`config.mk`:
```
export PLATFORM = sky130hd
export DESIGN_NAME = input_mapper
export DESIGN_NICKNAME = d
export VERILOG_FILES = /design/src/rtl/input_mapper_pkg.sv /design/src/rtl/input_mapper_pulse_stretch.sv /design/src/rtl/input_mapper.sv
export SDC_FILE = /design/constraint.sdc
export NUM_CORES = 1
export LEC_CHECK = 0
export CAP_MARGIN = 40
export CORE_MARGIN = 4
export CORE_UTILIZATION = 40
export CTS_CLUSTER_DIAMETER = 30
export DETAILED_ROUTE_END_ITERATION = 10
export GPL_TIMING_DRIVEN = 1
export HOLD_SLACK_MARGIN = 0.15
export PLACE_DENSITY_LB_ADDON = 0.25
export SYNTH_ARGS = -nofsm -noshare
export SYNTH_HDL_FRONTEND = slang
export SYNTH_SLANG_ARGS = --single-unit
```
`constraint.sdc`:
```
create_clock -name clock -period 2.2 [get_ports clock]
set_clock_uncertainty 0.1 [all_clocks]
set_input_delay 0.66 -clock clock [delete_from_list [all_inputs] [get_ports clock]]
set_output_delay 0.66 -clock clock [all_outputs]
set_load 0.03 [all_outputs]
```
`src/rtl/input_mapper_pkg.sv`:
```
// rtl/input_mapper_pkg.sv - keymap table and control-vector layout for input_mapper
package input_mapper_pkg;

   // What a keyboard key drives inside a player's control vector
   typedef enum logic [3:0] {
      ROLE_RIGHT,
      ROLE_LEFT,
      ROLE_DOWN,
      ROLE_UP,
      ROLE_BUTTON,
      ROLE_START,
      ROLE_COIN,
      ROLE_PAUSE,
      ROLE_SERVICE
   } key_role_e;

   typedef struct packed {
      logic [7:0] code;
      logic       ext;
      logic [1:0] player;
      key_role_e  role;
      logic [2:0] button;
   } keymap_entry_t;

   localparam int KEYMAP_SIZE = 21;

   localparam int IDX_RIGHT = 0;
   localparam int IDX_LEFT  = 1;
   localparam int IDX_DOWN  = 2;
   localparam int IDX_UP    = 3;
   localparam int IDX_BTN0  = 4;
   localparam int IDX_NONE  = -1;

   function automatic int ctrl_width(input int buttons);
      return buttons + 7;
   endfunction

   function automatic int idx_start(input int buttons);
      return buttons + 4;
   endfunction

   function automatic int idx_coin(input int buttons);
      return buttons + 5;
   endfunction

   function automatic int idx_pause(input int buttons);
      return buttons + 6;
   endfunction

   function automatic keymap_entry_t make_entry(input logic [7:0] code, input logic ext,
                                                input logic [1:0] player, input key_role_e role,
                                                input logic [2:0] button);
      keymap_entry_t e;
      e.code   = code;
      e.ext    = ext;
      e.player = player;
      e.role   = role;
      e.button = button;
      return e;
   endfunction

   // Fixed keymap; players 3/4 and buttons above 3 have no keys
   function automatic keymap_entry_t keymap_entry(input int i);
      case (i)
         0:       return make_entry(8'h75, 1'b1, 2'd0, ROLE_UP,      3'd0);
         1:       return make_entry(8'h72, 1'b1, 2'd0, ROLE_DOWN,    3'd0);
         2:       return make_entry(8'h6B, 1'b1, 2'd0, ROLE_LEFT,    3'd0);
         3:       return make_entry(8'h74, 1'b1, 2'd0, ROLE_RIGHT,   3'd0);
         4:       return make_entry(8'h14, 1'b0, 2'd0, ROLE_BUTTON,  3'd0);
         5:       return make_entry(8'h11, 1'b0, 2'd0, ROLE_BUTTON,  3'd1);
         6:       return make_entry(8'h29, 1'b0, 2'd0, ROLE_BUTTON,  3'd2);
         7:       return make_entry(8'h16, 1'b0, 2'd0, ROLE_START,   3'd0);
         8:       return make_entry(8'h2E, 1'b0, 2'd0, ROLE_COIN,    3'd0);
         9:       return make_entry(8'h4D, 1'b0, 2'd0, ROLE_PAUSE,   3'd0);
         10:      return make_entry(8'h46, 1'b0, 2'd0, ROLE_SERVICE, 3'd0);
         11:      return make_entry(8'h2D, 1'b0, 2'd1, ROLE_UP,      3'd0);
         12:      return make_entry(8'h2B, 1'b0, 2'd1, ROLE_DOWN,    3'd0);
         13:      return make_entry(8'h23, 1'b0, 2'd1, ROLE_LEFT,    3'd0);
         14:      return make_entry(8'h34, 1'b0, 2'd1, ROLE_RIGHT,   3'd0);
         15:      return make_entry(8'h1C, 1'b0, 2'd1, ROLE_BUTTON,  3'd0);
         16:      return make_entry(8'h1B, 1'b0, 2'd1, ROLE_BUTTON,  3'd1);
         17:      return make_entry(8'h15, 1'b0, 2'd1, ROLE_BUTTON,  3'd2);
         18:      return make_entry(8'h1E, 1'b0, 2'd1, ROLE_START,   3'd0);
         19:      return make_entry(8'h36, 1'b0, 2'd1, ROLE_COIN,    3'd0);
         default: return make_entry(8'h45, 1'b0, 2'd1, ROLE_SERVICE, 3'd0);
      endcase
   endfunction

   // Bit position of a key inside its player's vector; service sits outside it
   function automatic int role_bit(input keymap_entry_t e, input int buttons);
      case (e.role)
         ROLE_RIGHT:  return IDX_RIGHT;
         ROLE_LEFT:   return IDX_LEFT;
         ROLE_DOWN:   return IDX_DOWN;
         ROLE_UP:     return IDX_UP;
         ROLE_BUTTON: return (int'(e.button) < buttons) ? IDX_BTN0 + int'(e.button) : IDX_NONE;
         ROLE_START:  return idx_start(buttons);
         ROLE_COIN:   return idx_coin(buttons);
         ROLE_PAUSE:  return idx_pause(buttons);
         default:     return IDX_NONE;
      endcase
   endfunction

endpackage

```
`src/rtl/input_mapper_pulse_stretch.sv`:
```
// rtl/input_mapper_pulse_stretch.sv - stretches each rising edge of a level to HOLD clocks
module pulse_stretch
#(
   parameter int HOLD = 1_000_000
)
(
   input  logic clock,
   input  logic reset_n,
   input  logic i_level,
   output logic o_active
);

   localparam int CNT_W = 20;

   logic             r_level_d;
   logic [CNT_W-1:0] r_cnt;
   logic             w_rise;

   // Active on the edge cycle itself, then for HOLD-1 further cycles
   always_comb begin
      w_rise   = i_level & ~r_level_d;
      o_active = w_rise | (r_cnt != '0);
   end

   // Edge detect and remaining-hold counter; a new edge reloads the counter
   always_ff @(posedge clock or negedge reset_n) begin
      if (!reset_n) begin
         r_level_d <= 1'b0;
         r_cnt     <= '0;
      end else begin
         r_level_d <= i_level;
         if (w_rise) begin
            r_cnt <= CNT_W'(HOLD - 1);
         end else if (r_cnt != '0) begin
            r_cnt <= r_cnt - 1'b1;
         end
      end
   end

endmodule

```
`src/rtl/input_mapper.sv`:
```
// rtl/input_mapper.sv - merges keyboard keys and gamepads into per-player control vectors
module input_mapper
   import input_mapper_pkg::*;
#(
   parameter int PLAYERS   = 2,
   parameter int BUTTONS   = 3,
   parameter int COIN_HOLD = 1_000_000
)
(
   input  logic                             clock,
   input  logic                             reset_n,
   input  logic [10:0]                      ps2_key,
   input  logic                             kbd_clear,
   input  logic [PLAYERS*(BUTTONS+7)-1:0]   joystick,
   input  logic                             vblank,
   input  logic [PLAYERS*BUTTONS-1:0]       autofire_mask,
   input  logic [7:0]                       autofire_period,
   output logic [PLAYERS*(BUTTONS+7)-1:0]   controls,
   output logic [PLAYERS-1:0]               service
);

   localparam int CTRL_W   = ctrl_width(BUTTONS);
   localparam int NCTRL    = PLAYERS * CTRL_W;
   localparam int COIN_BIT = idx_coin(BUTTONS);

   function automatic logic [NCTRL-1:0] entry_ctrl_mask(input int i);
      keymap_entry_t    e;
      logic [NCTRL-1:0] m;
      int               b;
      e = keymap_entry(i);
      b = role_bit(e, BUTTONS);
      m = '0;
      if ((int'(e.player) < PLAYERS) && (b != IDX_NONE)) begin
         m[int'(e.player) * CTRL_W + b] = 1'b1;
      end
      return m;
   endfunction

   function automatic logic [PLAYERS-1:0] entry_svc_mask(input int i);
      keymap_entry_t      e;
      logic [PLAYERS-1:0] m;
      e = keymap_entry(i);
      m = '0;
      if ((e.role == ROLE_SERVICE) && (int'(e.player) < PLAYERS)) begin
         m[int'(e.player)] = 1'b1;
      end
      return m;
   endfunction

   function automatic logic entry_matches(input int i, input logic [8:0] key);
      keymap_entry_t e;
      e = keymap_entry(i);
      return ({e.ext, e.code} == key);
   endfunction

   logic                   r_armed;
   logic                   r_prev_toggle;
   logic [KEYMAP_SIZE-1:0] r_held;
   logic [NCTRL-1:0]       r_joy;
   logic                   r_vblank_d;
   logic [7:0]             r_period_d;
   logic [7:0]             r_af_cnt;
   logic                   r_af_phase;
   logic                   r_af_restart;
   logic [NCTRL-1:0]       r_controls;
   logic [PLAYERS-1:0]     r_service;

   logic                   w_event;
   logic [KEYMAP_SIZE-1:0] w_match;
   logic [NCTRL-1:0]       w_key_ctrl;
   logic [PLAYERS-1:0]     w_key_svc;
   logic [NCTRL-1:0]       w_raw;
   logic [PLAYERS-1:0]     w_coin_active;
   logic                   w_vb_rise;
   logic                   w_period_changed;
   logic                   w_af_on;
   logic [7:0]             w_cnt_base;
   logic [NCTRL-1:0]       w_next_ctrl;

   // Toggle edge detect; the first sample after reset only primes the history
   always_comb begin
      w_event = r_armed && (ps2_key[10] != r_prev_toggle);
      for (int i = 0; i < KEYMAP_SIZE; i++) begin
         w_match[i] = entry_matches(i, ps2_key[8:0]);
      end
   end

   // Toggle history and the arm flag that suppresses the post-reset event
   always_ff @(posedge clock or negedge reset_n) begin
      if (!reset_n) begin
         r_armed       <= 1'b0;
         r_prev_toggle <= 1'b0;
      end else begin
         r_armed       <= 1'b1;
         r_prev_toggle <= ps2_key[10];
      end
   end

   // Held key states; a clear in the same cycle discards the event
   always_ff @(posedge clock or negedge reset_n) begin
      if (!reset_n) begin
         r_held <= '0;
      end else if (kbd_clear) begin
         r_held <= '0;
      end else if (w_event) begin
         for (int i = 0; i < KEYMAP_SIZE; i++) begin
            if (w_match[i]) begin
               r_held[i] <= ps2_key[9];
            end
         end
      end
   end

   // Gamepad inputs are registered once so both sources see the same latency
   always_ff @(posedge clock or negedge reset_n) begin
      if (!reset_n) begin
         r_joy <= '0;
      end else begin
         r_joy <= joystick;
      end
   end

   // Project held keys onto control-vector and service bits, then merge
   always_comb begin
      w_key_ctrl = '0;
      w_key_svc  = '0;
      for (int i = 0; i < KEYMAP_SIZE; i++) begin
         if (r_held[i]) begin
            w_key_ctrl = w_key_ctrl | entry_ctrl_mask(i);
            w_key_svc  = w_key_svc | entry_svc_mask(i);
         end
      end
      w_raw = w_key_ctrl | r_joy;
   end

   // Autofire time-base controls; a period change restarts counting from 0
   always_comb begin
      w_vb_rise        = vblank & ~r_vblank_d;
      w_period_changed = (autofire_period != r_period_d);
      w_af_on          = (autofire_period != 8'd0);
      w_cnt_base       = r_af_restart ? 8'd0 : r_af_cnt;
   end

   // Vblank edge counter and autofire phase
   always_ff @(posedge clock or negedge reset_n) begin
      if (!reset_n) begin
         r_vblank_d   <= 1'b0;
         r_period_d   <= 8'd0;
         r_af_cnt     <= 8'd0;
         r_af_phase   <= 1'b0;
         r_af_restart <= 1'b0;
      end else begin
         r_vblank_d <= vblank;
         r_period_d <= autofire_period;
         if (!w_af_on) begin
            r_af_cnt     <= 8'd0;
            r_af_phase   <= 1'b0;
            r_af_restart <= 1'b0;
         end else begin
            if (w_vb_rise) begin
               if (w_cnt_base >= autofire_period - 8'd1) begin
                  r_af_cnt   <= 8'd0;
                  r_af_phase <= ~r_af_phase;
               end else begin
                  r_af_cnt <= w_cnt_base + 8'd1;
               end
            end
            r_af_restart <= w_period_changed | (r_af_restart & ~w_vb_rise);
         end
      end
   end

   for (genvar p = 0; p < PLAYERS; p++) begin : g_coin
      pulse_stretch #(
         .HOLD (COIN_HOLD)
      ) u_coin (
         .clock    (clock),
         .reset_n  (reset_n),
         .i_level  (w_raw[p*CTRL_W + COIN_BIT]),
         .o_active (w_coin_active[p])
      );
   end

   // Gate autofire-enabled buttons with the phase and stretch the coin bits
   always_comb begin
      w_next_ctrl = w_raw;
      for (int p = 0; p < PLAYERS; p++) begin
         for (int b = 0; b < BUTTONS; b++) begin
            if (w_af_on && autofire_mask[p*BUTTONS + b]) begin
               w_next_ctrl[p*CTRL_W + IDX_BTN0 + b] = w_raw[p*CTRL_W + IDX_BTN0 + b] & r_af_phase;
            end
         end
         w_next_ctrl[p*CTRL_W + COIN_BIT] = w_raw[p*CTRL_W + COIN_BIT] | w_coin_active[p];
      end
   end

   // Output registers
   always_ff @(posedge clock or negedge reset_n) begin
      if (!reset_n) begin
         r_controls <= '0;
         r_service  <= '0;
      end else begin
         r_controls <= w_next_ctrl;
         r_service  <= w_key_svc;
      end
   end

   assign controls = r_controls;
   assign service  = r_service;

endmodule

```
# ---- After elaboration in Yosys (flattened, before gate mapping)
# Cells that the tools add are included.
dict set report totals {
  register_bits 126
  latchBits 0
  mem_bits_rw 0
  rom_bits 0
  in_bits 49
  out_inout_bits 22
  elab_cells 998
  mem_count 0
}
dict set report op_classes {
  addsub 46
  n_mul 21
  div 0
  n_lt_le_gt_ge 127
  eq_ne 214
  shift 0
  n_mux 333
  bitwise 61
  n_reduce_logical 161
}
# cell count
set op_table {}
lappend op_table {{$pmux W32 S8} 21}
lappend op_table {{$mux W32} 42}
lappend op_table {{$mux W20} 66}
lappend op_table {{$add A7 B32 Y32} 21}
lappend op_table {{$ge A32 B1 Y1 const B} 21}
lappend op_table {{$lt A32 B7 Y1 const B} 21}
lappend op_table {{$ne A32 B1 Y1 const B} 21}
lappend op_table {{$or A20 B20 Y20} 21}
lappend op_table {{$eq A4 B3 Y1 const B} 84}
lappend op_table {{$mux W9} 21}
lappend op_table {{$eq A4 B2 Y1 const B} 42}
lappend op_table {{$mux W2} 62}
lappend op_table {{$demux W1 S5} 21}
lappend op_table {{$mul A2 B3 Y5 const B} 21}
lappend op_table {{$logic_and A1 B1 Y1} 91}
lappend op_table {{$add A3 B3 Y4 const A} 21}
lappend op_table {{$eq A4 B1 Y1 const B} 21}
lappend op_table {{$eq A4 B4 Y1 const B} 21}
lappend op_table {{$logic_not A4 Y1} 21}
lappend op_table {{$lt A2 B2 Y1 const B} 42}
lappend op_table {{$mux W1} 73}
lappend op_table {{$eq A5 B9 Y1 const A} 7}
lappend op_table {{$eq A6 B9 Y1 const A} 7}
lappend op_table {{$lt A3 B2 Y1 const B} 21}
lappend op_table {{other kinds (22)} 153}

# ---- Longest topological paths before layout
dict set report logic_depth {
  depth_word 56
  ltp_mapped 9
  ltp_nobuf 9
}

# ---- Cells and area by module
# A second synthesis with hierarchy kept.
dict set report unflattened {
  cells_unflattened 570
  hier_area_um2 6010.8
}
# mod instances cells_each area_each_um2 seq_area_each_um2
set modules_own_cells {}
lappend modules_own_cells {input_mapper 1 316 3623.5 2102.0}
lappend modules_own_cells {pulse_stretch 2 127 1193.6 525.5}

# ---- Worst setup path before layout
# No wires, ideal clock.
dict set report synth_path {
  path_kind {input port to flip-flop}
  startpoint {in autofire_period[5]}
  endpoint {reg r_af_cnt[1]}
  setup_time_ns 0.066
  arrival_ns 2.478
  required_ns 2.034
  path_slack_ns -0.443
  cell_stages 8
  path_buffers 0
  cell_sequence {nor4_1 -> nand2_1 -> xor2_1 -> ha_1 -> a21oi_1 -> nand3_1 -> nor4_1 -> a22o_1}
}
dict set report synth_between {
  elab_chain_len 5
  word_cells_on_any_way 7
  cone_classes {add/sub: 1; order compare: 1; eq/ne: 1; mux: 3; reduce/logical: 1}
}
# element line
set synth_rtl {}
lappend synth_rtl {{start, declared} input_mapper.sv:17} ;# input logic [7:0] autofire_period,
lappend synth_rtl {{$sub A8 B1 Y8} input_mapper.sv:161} ;# if (w_cnt_base >= autofire_period - 8'd1) begin
lappend synth_rtl {{$ge A8 B8 Y1} input_mapper.sv:161}
lappend synth_rtl {{$mux W8} input_mapper.sv:161}
lappend synth_rtl {{$mux W8} input_mapper.sv:160} ;# if (w_vb_rise) begin
lappend synth_rtl {{$mux W8} input_mapper.sv:155} ;# if (!w_af_on) begin
lappend synth_rtl {{end signal, assigned} input_mapper.sv:165} ;# r_af_cnt <= w_cnt_base + 8'd1;
lappend synth_rtl {{end, declared} input_mapper.sv:62} ;# logic [7:0] r_af_cnt;
# Several ways; a longest one is shown, not always the timed one. The select of a mux whose other input is x is not followed.
# A chain may end at the register's enable or synchronous reset.

# ---- Worst setup path in the final report
dict set report layout_path {
  startpoint {in autofire_period[4]}
  endpoint {reg r_af_cnt[2]}
}
# The elaborated chain is that of the path after synthesis.

==> qor.yml <==
synthTopCellsByCount: "126 x dfrtp_1, 64 x nor2_1, 34 x nor3_1, 31 x nand2_1, 27 x xor2_1"
place_area_mm2: 0.00713
hpwl_um: 9150
die_w_um: 127
ys_async_sr_fraction_pct: 100
power_frac_seq_pct: 44.2
final_layout_size_suffix_gt1_share_pct: 22.5
clockRootBuffer: "clkbuf_16"
antenna_cells: 0
synth_top_family_by_area: "simple AND/OR/NAND/NOR gates"
ant_nets: 0
rows: 43
top_layer_used: "met4"
slew_headroom_pct: 53.3
yosysMostFrequentCell: "dfrtp_1"
wirelength_um: 13100
holdBufCountCts: 0
p_int_mw: 4.32
synthXorXnorAreaFrac_pct: 5.85
cts_made_buffers: 17
fin_crit_sh_pct: 106
critPathBufInv: 2
dp.cells: 833
m1WireLength_um: 5930
grt_pass1_wl_um: 22000
yosys_warnings: 0
power_mw: 5.61
clock_path_buffers: 2
fin_ws_ps: -126
fillCellCount: 1198
violations: "negative setup slack"
synth-seq-cells: 126
stdcell_count: 864
synthSimpleGateAreaFrac_pct: 22.4
p_per_area_mw_per_mm2: 711
synth_adder_area_share_pct: 2.86
numPortBuffers: 70
gp_congestion: 0.876
setup_viol: 9
avgSynthCellArea_um2: 10.7
grt_remaining_overflow: 0
finalNetCount: 739
clkLatencyLatePin_ps: 420
cp_top_family: "simple AND/OR/NAND/NOR gates"
worstSetupPathType: "in2reg"
synth.top_cell.area_share_pct: 55.5
drt-wirelength-per-cell_um: 15.2
ir_drop_mv: 0.423
cp_common_cell: "buf_6"
synth_flop_cell: "dfrtp_1"
cts_sinks: 126
utilization_pct: 56.8
syn_to_final_growth_pct: 38.7
p_clk_share_pct: 44.9
arrival_ps: 2550
maxSlewViolCount: 0
yosys-mux-area-fraction_pct: 4.60
syn-cell-area_mm2: 0.00569
tns_ps: -548
synth-edff-count: 0
status: "finished, violations left"
grt_setup_unrepaired: "yes"
finalInstanceArea_mm2: 0.00789
antenna_found_initial: 0
synth_cell_types: 49
timing.critical_path.cells: "buf_6, nor4_4, nand2_1, xor2_1, ha_1, buf_6, nand4_1, nand3_2, or2_4, o31ai_2"
grt_max_degree: 67
grtUsageTotal_pct: 17.1
path_max_fanout: 4
synthCells: 533
yosys.area.top_type: "dfrtp_1"
critPathCaptureType: "flip-flop"
crit_slowest_cell: "ha_1"
h-tree-depth: 4
core_mm2: 0.0139
ioPinCount: 71
die_y_um: 127
crit_path_start_kind: "primary input"
finalHoldViolCount: 0
p_leak_nw: 3.36
post-route-min-period_ps: 2330
comb_power_share_pct: 10.8
synth_compound_area_share_pct: 6.98
cp_slowest_stage_delay_ps: 350
required_ps: 2420
vias: 4435
post-route-drc-count: 0
dieArea_mm2: 0.0162
switching_power_mw: 1.29
cap_violations: 0
yosys-top-cells-area: "dfrtp_1 55%, mux2i_1 4.4%, nor2_1 4.2%, xor2_1 4.2%, nor3_1 3.0%"
wl_met2_um: 6330
synthesis.nets: 595
drt_iter0_markers: 276
vias_per_cell: 5.13
swShare_pct: 23.0
grt_pass1_vias: 4586
path_clk_slew_ps: 50
hold_ws_ps: 143
hold_class: "in2async"
synth_seq_area_share_pct: 55.5
initial_core_util_pct: 41.0
wl_met3_um: 504
cts_tree: "built"
worst_pin_slew_ps: 697
fmax_ghz: 0.430
pre_cts_slack_ps: -989
first_pass_iters: 4
[placed cells by master, fill, tap and decap left out, drive strengths merged, types with 11 or more instances in the layout]
cell             n
nor4            20
inv             13
dfrtp          126
nand3           14
xor2            27
clkbuf          25
or2             17
buf             76
mux2i           25
nor2            64
dlymetal6s2s    12
ha              13
nor3            36
o21ai           15
xnor2           11
nand2           31
a21oi           17
clkdlybuf4s50   41
[registers in the layout, indices dropped and copies added, names as in the netlist]
| signal | cells |
|---|---|
| g_coin.u_coin.r_cnt | 40 |
| r_held | 21 |
| controls | 20 |
| r_joy | 20 |
| r_af_cnt | 8 |
| r_period_d | 8 |
| g_coin.u_coin.r_level_d | 2 |
| service | 2 |
| r_af_phase | 1 |
| r_af_restart | 1 |
| r_armed | 1 |
| r_prev_toggle | 1 |
| r_vblank_d | 1 |
[worst register-to-register path: stages (launching register included)]
cell	delay, ps
dfrtp_1	390
nand2b_1	190
ha_1	270
nand2b_1	180
a2111oi_4	410
nor3_4	90
or2_4	290
o31ai_2	220
[path summary, 6_finish.rpt]
path                                              from                      end  slack (ps)  depth (start not counted)
worst max register to register  r_af_restart$_DFF_PN0_  r_af_cnt[2]$_DFFE_PN0P_         -40                          7
worst min-delay path                           reset_n  r_period_d[5]$_DFF_PN0_         140                          2
worst max-delay path                autofire_period[4]  r_af_cnt[2]$_DFFE_PN0P_        -130                         10
min in group clock                 r_joy[19]$_DFF_PN0_   controls[19]$_DFF_PN0_         260                          0
max in group asynchronous                      reset_n      r_joy[11]$_DFF_PN0_        1540                          2
worst min register to register     r_joy[19]$_DFF_PN0_   controls[19]$_DFF_PN0_         260                          0
[cells by family after synthesis]
logic type | count (synthesis)
compound gates | 62
other cells | 1
xor+xnor | 38
simple gates | 240
flops | 126
buf+inv | 27
mux | 26
fa+ha+maj | 13
[layer usage]
layer | GRT usage [%] | vias to the layer above
li1 | - | 2171
met1 | 21.7 | 2154
met2 | 27.6 | 78
met3 | 4.64 | 32
met4 | 7.57 | 0
met5 | 0 | -
[area by class of cell]
type	count	area (µm²)	share of cell area [%]
Inverter	13	48.8	0.619
Sequential cell	126	3150	40.0
Timing Repair Buffer	139	1250	15.9
Clock buffer	25	526	6.66
Tap cell	180	225	2.86
Clock inverter	1	5.00	0.0635
Multi-Input combinational cell	380	2680	33.9
[repair_timing]
item	CTS	global route
endpoints found under the setup margin	31	43
setup buffers	4	3
pin swaps	16	17
gates cloned	0	0
gates resized for setup	54	28
hold endpoints to repair	0	0
[power by group through the flow]
stage	clock [mW]	sequential, mW	combinational, mW
after floorplan	0	2.55	0.218
after global routing	2.68	2.49	0.674
final	2.52	2.48	0.608
after CTS	2.58	2.48	0.607
after detailed placement	0	2.52	0.597
after global placement	0	2.51	0.582
Power figures use the tool's default switching activity.
